`src/rtl/byte_unstrip_pkg.sv`:
```
// Purpose: shared widths, FSM state type and lane-select helper for byte_unstrip.
// Contents: LANES, BITS, GROUP_W, IDX_W, state_e, lane_sel().
package byte_unstrip_pkg;

    localparam int unsigned LANES   = 4;
    localparam int unsigned BITS    = 8;
    localparam int unsigned GROUP_W = LANES * BITS;
    localparam int unsigned IDX_W   = 2;

    typedef enum logic {
        ST_IDLE  = 1'b0,
        ST_SHIFT = 1'b1
    } state_e;

    // Pick byte lane idx out of a packed group {LANE3..LANE0}.
    function automatic logic [BITS-1:0] lane_sel(input logic [GROUP_W-1:0] grp,
                                                 input logic [IDX_W-1:0]   idx);
        return grp[32'(idx) * BITS +: BITS];
    endfunction

endpackage

```
`src/rtl/byte_unstrip_fifo.sv`:
```
// Purpose: synchronous group FIFO with combinational head read.
// Ports: CLK, RESET (sync, active-high), push, pop, din (group in),
//        dout (head group), count (occupancy 0..DEPTH).
module unstrip_fifo
    import byte_unstrip_pkg::*;
#(
    parameter  int unsigned DEPTH = 2,
    localparam int unsigned CNT_W = $clog2(DEPTH + 1),
    localparam int unsigned PTR_W = (DEPTH > 1) ? $clog2(DEPTH) : 1
) (
    input  logic               CLK,
    input  logic               RESET,
    input  logic               push,
    input  logic               pop,
    input  logic [GROUP_W-1:0] din,
    output logic [GROUP_W-1:0] dout,
    output logic [CNT_W-1:0]   count
);

    logic [GROUP_W-1:0] mem_q [DEPTH];
    logic [PTR_W-1:0]   wr_q, wr_d;
    logic [PTR_W-1:0]   rd_q, rd_d;
    logic [CNT_W-1:0]   cnt_q, cnt_d;

    // Pointers wrap modulo DEPTH, which need not be a power of two.
    function automatic logic [PTR_W-1:0] ptr_inc(input logic [PTR_W-1:0] p);
        return (p == PTR_W'(DEPTH - 1)) ? '0 : p + PTR_W'(1);
    endfunction

    // Next-state for pointers and occupancy.
    always_comb begin
        wr_d  = wr_q;
        rd_d  = rd_q;
        cnt_d = cnt_q;
        if (push) wr_d = ptr_inc(wr_q);
        if (pop)  rd_d = ptr_inc(rd_q);
        case ({push, pop})
            2'b10:   cnt_d = cnt_q + CNT_W'(1);
            2'b01:   cnt_d = cnt_q - CNT_W'(1);
            default: cnt_d = cnt_q;
        endcase
    end

    // Control registers.
    always_ff @(posedge CLK) begin
        if (RESET) begin
            wr_q  <= '0;
            rd_q  <= '0;
            cnt_q <= '0;
        end else begin
            wr_q  <= wr_d;
            rd_q  <= rd_d;
            cnt_q <= cnt_d;
        end
    end

    // Storage is not reset; occupancy alone decides what is valid.
    always_ff @(posedge CLK) begin
        if (push && !RESET) mem_q[wr_q] <= din;
    end

    assign dout  = mem_q[rd_q];
    assign count = cnt_q;

endmodule

```
`src/rtl/byte_unstrip.sv`:
```
// Purpose: re-serialize 4-lane byte groups into one byte per clock, LANE0 first.
// Ports: CLK, RESET (sync, active-high), LANE0..LANE3 + i_DK (group in),
//        READY (group accepted this cycle), D + o_DK (registered byte out),
//        ERR (sticky: a group arrived while READY was low).
module byte_unstrip
    import byte_unstrip_pkg::*;
#(
    parameter int unsigned DEPTH = 2
) (
    input  logic            CLK,
    input  logic            RESET,
    input  logic [BITS-1:0] LANE0,
    input  logic [BITS-1:0] LANE1,
    input  logic [BITS-1:0] LANE2,
    input  logic [BITS-1:0] LANE3,
    input  logic            i_DK,
    output logic            READY,
    output logic [BITS-1:0] D,
    output logic            o_DK,
    output logic            ERR
);

    localparam int unsigned CNT_W = $clog2(DEPTH + 1);

    state_e             state_q;
    logic [IDX_W-1:0]   idx_q;
    logic [BITS-1:0]    d_q;
    logic               dk_q;
    logic               err_q;

    logic [GROUP_W-1:0] head_c;
    logic [CNT_W-1:0]   count_c;
    logic               push_c;
    logic               pop_c;
    logic               emit_c;
    logic               ovf_c;

    // READY looks only at registered occupancy, so a same-cycle pop never frees a slot.
    assign READY  = !RESET && (count_c < CNT_W'(DEPTH));
    assign push_c = i_DK && READY;
    assign ovf_c  = i_DK && !READY && !RESET;

    // IDLE with data emits LANE0 right away so the first byte lands one edge after the push.
    assign emit_c = !RESET && ((state_q == ST_SHIFT) || (count_c != '0));
    assign pop_c  = emit_c && (idx_q == IDX_W'(3));

    unstrip_fifo #(
        .DEPTH (DEPTH)
    ) u_fifo (
        .CLK   (CLK),
        .RESET (RESET),
        .push  (push_c),
        .pop   (pop_c),
        .din   ({LANE3, LANE2, LANE1, LANE0}),
        .dout  (head_c),
        .count (count_c)
    );

    // Serializer FSM with registered byte output and sticky overflow flag.
    always_ff @(posedge CLK) begin
        if (RESET) begin
            state_q <= ST_IDLE;
            idx_q   <= '0;
            d_q     <= '0;
            dk_q    <= 1'b0;
            err_q   <= 1'b0;
        end else begin
            d_q  <= '0;
            dk_q <= 1'b0;
            if (ovf_c) err_q <= 1'b1;
            if (emit_c) begin
                d_q  <= lane_sel(head_c, idx_q);
                dk_q <= 1'b1;
                if (pop_c) begin
                    idx_q <= '0;
                    // Occupancy after this pop is nonzero if another group was queued or arrives now.
                    state_q <= ((count_c > CNT_W'(1)) || push_c) ? ST_SHIFT : ST_IDLE;
                end else begin
                    idx_q   <= idx_q + IDX_W'(1);
                    state_q <= ST_SHIFT;
                end
            end
        end
    end

    assign D    = d_q;
    assign o_DK = dk_q;
    assign ERR  = err_q;

endmodule

```
`config.mk`:
```
export PLATFORM = sky130hd
export DESIGN_NAME = byte_unstrip
export DESIGN_NICKNAME = d
export VERILOG_FILES = /design/src/rtl/byte_unstrip_pkg.sv /design/src/rtl/byte_unstrip_fifo.sv /design/src/rtl/byte_unstrip.sv
export SDC_FILE = /design/constraint.sdc
export NUM_CORES = 1
export LEC_CHECK = 0
export CAP_MARGIN = 25
export CORE_ASPECT_RATIO = 1.5
export CORE_MARGIN = 8
export CORE_UTILIZATION = 40
export DETAILED_ROUTE_END_ITERATION = 16
export PLACE_DENSITY = 0.62
export SLEW_MARGIN = 10
export SYNTH_ARGS = -nofsm -noshare
export SYNTH_HDL_FRONTEND = slang
export SYNTH_SLANG_ARGS = --single-unit
```
`constraint.sdc`:
```
create_clock -name CLK -period 2.9 [get_ports CLK]
set_clock_uncertainty 0.15 [all_clocks]
set_input_delay 0.58 -clock CLK [delete_from_list [all_inputs] [get_ports CLK]]
set_output_delay 0.58 -clock CLK [all_outputs]
set_load 0.03 [all_outputs]
```
* Word-level counts from Yosys, hierarchy flattened
Memories as Yosys holds them, arrays and structs flattened. A register that Yosys moved wholly into a read port is not among the register bits.
Cells that the tools add are included.
** Cells by class
- Shifts and indexed selects :: 1
- Bitwise logic cells :: 1
- Eq/ne operators :: 3
- Reduce and logical (&&, ||, !) cells :: 14
- Order comparisons :: 2
- $mul :: 0
- Add/sub/neg operators :: 5
- Div/mod/pow operators :: 0
- Multiplexer cells :: 11
** Operators with widths (number)
- 32-bit by 6-bit indexed part select with 8-bit output :: 1
- 1-bit two-way mux :: 9
- 1-bit logical AND :: 7
- 2-bit by 1-bit adder with 2-bit output, second input constant :: 2
- 2-bit == test, second input constant :: 2
- 2-bit one-hot mux with 2 select lines :: 1
- 2-bit nonzero test :: 2
- 1-bit adder, second input constant :: 2
- 2-bit by 1-bit == test with 1-bit output, second input constant :: 1
- 2-bit by 1-bit > comparator with 1-bit output, second input constant :: 1
- 1-bit zero test :: 2
- 1-bit logical OR :: 2
- 2-bit < comparator, second input constant :: 1
- 2-bit two-way mux :: 1
- 2-bit OR reduction :: 1
- 2-bit by 1-bit subtractor with 2-bit output, second input constant :: 1
- 1-bit inverter :: 1
** Storage, ports and cells
- Memory bits (read-only) :: 0
- Flip-flop bits (word level) :: 17
- Memories kept :: 1
- Logic and storage cells :: 46
- Memory bits (writable) :: 64
- Latch bits :: 0
** Memories
- u_fifo.mem_q :: words 2, bits a word 32, read ports 1, clocked after memory_dff 1, wr ports 1, RTL line byte_unstrip_fifo.sv:20 : logic [GROUP_W-1:0] mem_q [DEPTH];

* Depth between registers and ports, before layout
- Depth in word-level cells :: 6
- Mapped depth :: 9

* Hierarchy
Synthesis repeated with hierarchy kept, for this count alone.
** Second synthesis, totals
- Cells, all modules :: 166
- Area, all modules :: 3106.7 um2
** Modules (own cells, without submodules)
- unstrip_fifo :: area an instance 2504.9 um2, cells each 120, instances 1
- byte_unstrip :: area an instance 601.8 um2, cells each 46, instances 1

* Least setup slack after synthesis
OpenSTA, ideal clock, no wires.
- Kind :: in2reg
- Start point :: input port RESET
- End point :: memory u_fifo.mem_q[0][0] in the netlist's numbering, enable pin
- Buffers on the path :: 0
- Required time :: 2329 ps
- Setup time :: 421 ps
- Path slack :: -278 ps
- Stages :: 3
- Arrival :: 2607 ps
- Cells stage by stage :: nor2_1 > nand2_1 > nor2_1
** Between the ends
- Cells in the longest elaborated chain, start to end :: 6
** Ends and longest elaborated chain
- start: declaration :: RTL line byte_unstrip.sv:11 : input logic RESET,
- 1-bit zero test (*) :: RTL line byte_unstrip_fifo.sv:59, byte_unstrip.sv:39
- 1-bit logical AND :: RTL line byte_unstrip.sv:39 : assign READY = !RESET && (count_c < CNT_W'(DEPTH));
- 1-bit logical AND :: RTL line byte_unstrip.sv:40 : assign push_c = i_DK && READY;
- 1-bit logical AND (*) :: RTL line byte_unstrip_fifo.sv:59 : if (push && !RESET) mem_q[wr_q] <= din;
- 1-bit two-way mux (*) :: RTL line byte_unstrip_fifo.sv:59
- 1-bit two-way mux (not written as such) (*) :: RTL line byte_unstrip_fifo.sv:59
- end: declaration :: RTL line byte_unstrip_fifo.sv:20
Mark *: on every way between the ends. The rest lies on a longest branch, timed or not.

* Final worst setup path
- Start point :: input port RESET
- End point :: output port READY
** Between the ends
- Cells in the longest elaborated chain, start to end :: 2
** Ends and longest elaborated chain
- 1-bit zero test :: RTL line byte_unstrip.sv:39
- 1-bit logical AND :: RTL line byte_unstrip.sv:39
- end: declaration :: RTL line byte_unstrip.sv:17 : output logic READY,
Every way passes these cells.

==> metrics.md <==
| Metric | Value |
|---|---|
| Hold crit path type | flop to flop |
| Final wirelength | 5650 microns |
| Placement Setup Slack | 0.671 ns |
| GRT Total Usage | 11.1% |
| Drt drc | 0 |
| Leakage power | 1.32 nW |
| Clock root cell | clkbuf_16 |
| Worst R2R Path Depth | 3 |
| Largest net degree at the start of global routing | 33 |
| R2r setup slk | 1.10 ns |
| Num CTS Buffers | 9 |
| Crit path buffers/inverters | 2 |
| Avg Inst Size Synth | 16.7 sq um |
| DR top layer | met4 |
| Vias | 1630 |
| Fmax | 0.479 GHz |
| Critical path class | input pin to primary output |
| H-tree depth | 3 |
| Final setup fails | 0 |
| DR WL met3 | 242 microns |
| Final Critical Period | 2.09 ns |
| Worst Setup SP | RESET |
| Yosys Warn Count | 0 |
| Pwr Density | 698 nW/um^2 |
| Post-DRT Antenna Nets | 0 |
| Unrepaired setup endpoints after global routing | no |
| Post-synth EDFFs | 64 |
| Worst-margin pin slew | 0.764 ns |
| DR pass1 iterations | 4 |
| Final Hold Viols | 0 |
| Max-cap viol count | 0 |
| Yosys reg bits | 82 |
| Number of global-route vias before repair | 1796 |
| Via density per instance | 4.72 |
| Post-CTS setup buffers | 0 |
| Post-synthesis sequential area ratio | 73.7% |
| Fin nets | 277 |
| Resized cells post-CTS | 0 |
| Detail Placement HPWL | 3820 microns |
| Period utilisation layout | 71.9% |
| Initial antenna violation count | 0 |
| GRT overflow | 0 |
| Syn-to-layout area delta | 27.7% |
| Worst setup path end | READY |
| CP Cell Sequence | clkdlybuf4s50_1, nor2_1, buf_4 |
| Cell Area, Synth | 3100 sq um |
| Switching power total | 0.609 mW |
| WL per Instance | 16.4 microns |
| CP Depth | 3 |
| Die width | 87.9 microns |
| Worst-path clk slew | 0.06 ns |
| Core box area | 7560 sq um |
| # IOs | 46 |
| WP data required | 2.17 ns |
| Area share of the largest cell type after synthesis | 62.0% |
| Fraction of layout cells with a size suffix above 1 | 9.88% |
| Post-route setup TNS | 0 ns |
| Status | complete, no violations |
| PnR worst setup slack | 0.814 ns |
| Slew HR | 49.0% |
| GP Congestion | 0.717 |
| Worst EP arrival | 1.36 ns |
| Synthesized net count | 225 |
| Synth area leader | edfxtp_1 |
| Min-Delay Path Depth | 2 |
| Slew Viols, Final | 0 |
| Starting DRT DRC Count | 138 |
| Top_reg_cell synth | edfxtp_1 |
| # rows | 39 |
| Met1 Routed Length | 2060 microns |
| Critical Path Max Stage Delay | 0.41 ns |
| Top cells by area, synth | edfxtp_1 62%, dfxtp_1 12%, mux2i_1 11% |
| Seq pwr share | 49.7% |
| I/O Buffers | 45 |
| Worst r2r src | idx_q[0]$_SDFFE_PP0P_ |
| CTS Sinks | 82 |
| Combinational Power Share | 12.3% |
| Ant. Diodes | 0 |
| Starting Density | 41.0% |
| Post-synth ARST share | 0% |
| Cts hold-fix bufs | 0 |
| Global-route wire length before repair | 8750 microns |
| Worst-Skew Late Latency | 0.32 ns |
| Critical Path Sink Type | primary output |
| Max VDD drop | 417 uV |
| Sw Share | 22.0% |
| Post-Syn Instances | 186 |
| Clock share of power | 38.0% |
| Clock Path Buffers | 2 |
| CTS tree | done |
| CP top delay family | buffers and inverters |
| Reg-to-reg endpoint | D[0]$_SDFF_PP0_ |
| CP Launch Type | input pin |
| DIE AREA | 10900 sq um |
| Commonest non-fill, non-tap cells in the layout | 64 x edfxtp_1, 44 x clkdlybuf4s50_1, 33 x mux2i_1, 17 x dfxtp_1, 16 x a22oi_1 |
| Most common cell after layout, fill and taps aside | edfxtp_1 |
| Slowest-stage cell, CP | clkdlybuf4s50_1 |
| Met2 Wirelength | 3270 microns |
| Synth cell types | 26 |
| Internal | 2.15 mW |
| Die height | 124 microns |
| Max Fanout on Critical Path | 3 |
[registers in the layout, summed over array words and instances (netlist names), named ones only]
name and count:
D 8, ERR 1, idx_q 2, o_DK 1
state_q 1, u_fifo.count 2, u_fifo.mem_q 64, u_fifo.rd_q 1
u_fifo.wr_q 1
[metal layers]
layer,up-vias,GRT usage [%]
met1,780,10.6
met2,28,20.7
li1,817,-
met3,5,3.30
met5,-,0
met4,0,5.84
[power groups by stage]
stage,Clock (mW),Combinational (mW),Sequential (mW)
4_1_cts,1.08,0.348,1.37
2_1_floorplan,0,0.154,1.44
6_report,1.05,0.339,1.37
3_5_place_dp,0,0.346,1.40
3_3_place_gp,0,0.342,1.40
5_1_grt,1.13,0.368,1.38
[worst reg2reg max path: stages (launching register included)]
cell	delay (ns)
dfxtp_1	0.41
nor2b_1	0.65
a22oi_1	0.24
and3_1	0.24
[through the flow]
step | instance area (sq um) | hold slack, ns | util [%] | std cells | power [mW]
floorplan | 3100 | 0.317 | - | 186 | 1.59
global placement | 3670 | 0.318 | 48.6 | 329 | 1.74
detailed placement | 3670 | 0.336 | 48.6 | 329 | 1.74
CTS | 3960 | 0.351 | 52.3 | 345 | 2.80
global route | 3960 | 0.381 | 52.3 | 345 | 2.88
finish | 3960 | 0.348 | 52.3 | 345 | 2.76
[cells in the mapped netlist (2+ instances only)]
cell type and instances:
nor2b_1 3, buf_6 3, a22oi_1 16, clkbuf_1 2
nor2_1 9, ha_1 4, dfxtp_1 18, and3_1 9
buf_4 3, edfxtp_1 64, nand2_1 2, mux2i_1 33
inv_1 3, a21oi_1 4, xor2_1 2
[worst min path at each step]
stage	from	endpoint
6_report	u_fifo.rd_q$_SDFFE_PP0P_	flop
5_1_grt	u_fifo.rd_q$_SDFFE_PP0P_	flop
4_1_cts	u_fifo.rd_q$_SDFFE_PP0P_	flop
3_5_place_dp	u_fifo.rd_q$_SDFFE_PP0P_	flop
3_3_place_gp	u_fifo.rd_q$_SDFFE_PP0P_	flop
2_1_floorplan	u_fifo.rd_q$_SDFFE_PP0P_	flop
[cell families after synthesis]
family / after synthesis / synth area share (%)
multiplexers: 33 / 10.7
flip-flops: 82 / 73.7
adder cells (fa/ha/maj): 4 / 1.62
XOR/XNOR: 3 / 0.848
AND/OR/NAND/NOR: 29 / 5.37
AO/OA/AOI/OAI: 23 / 5.29
buffers and inverters: 12 / 2.54
[layout make-up]
type                    count  area, sq um
fillers                   641         3610
clock buffers              14          275
inverters                   3         11.3
repair buffers             50          510
clock inverters             2         10.0
multi-input cells          92          739
flip-flops and latches     82         2280
well taps                 102          128
No activity file was read; power rests on OpenSTA's default activity.
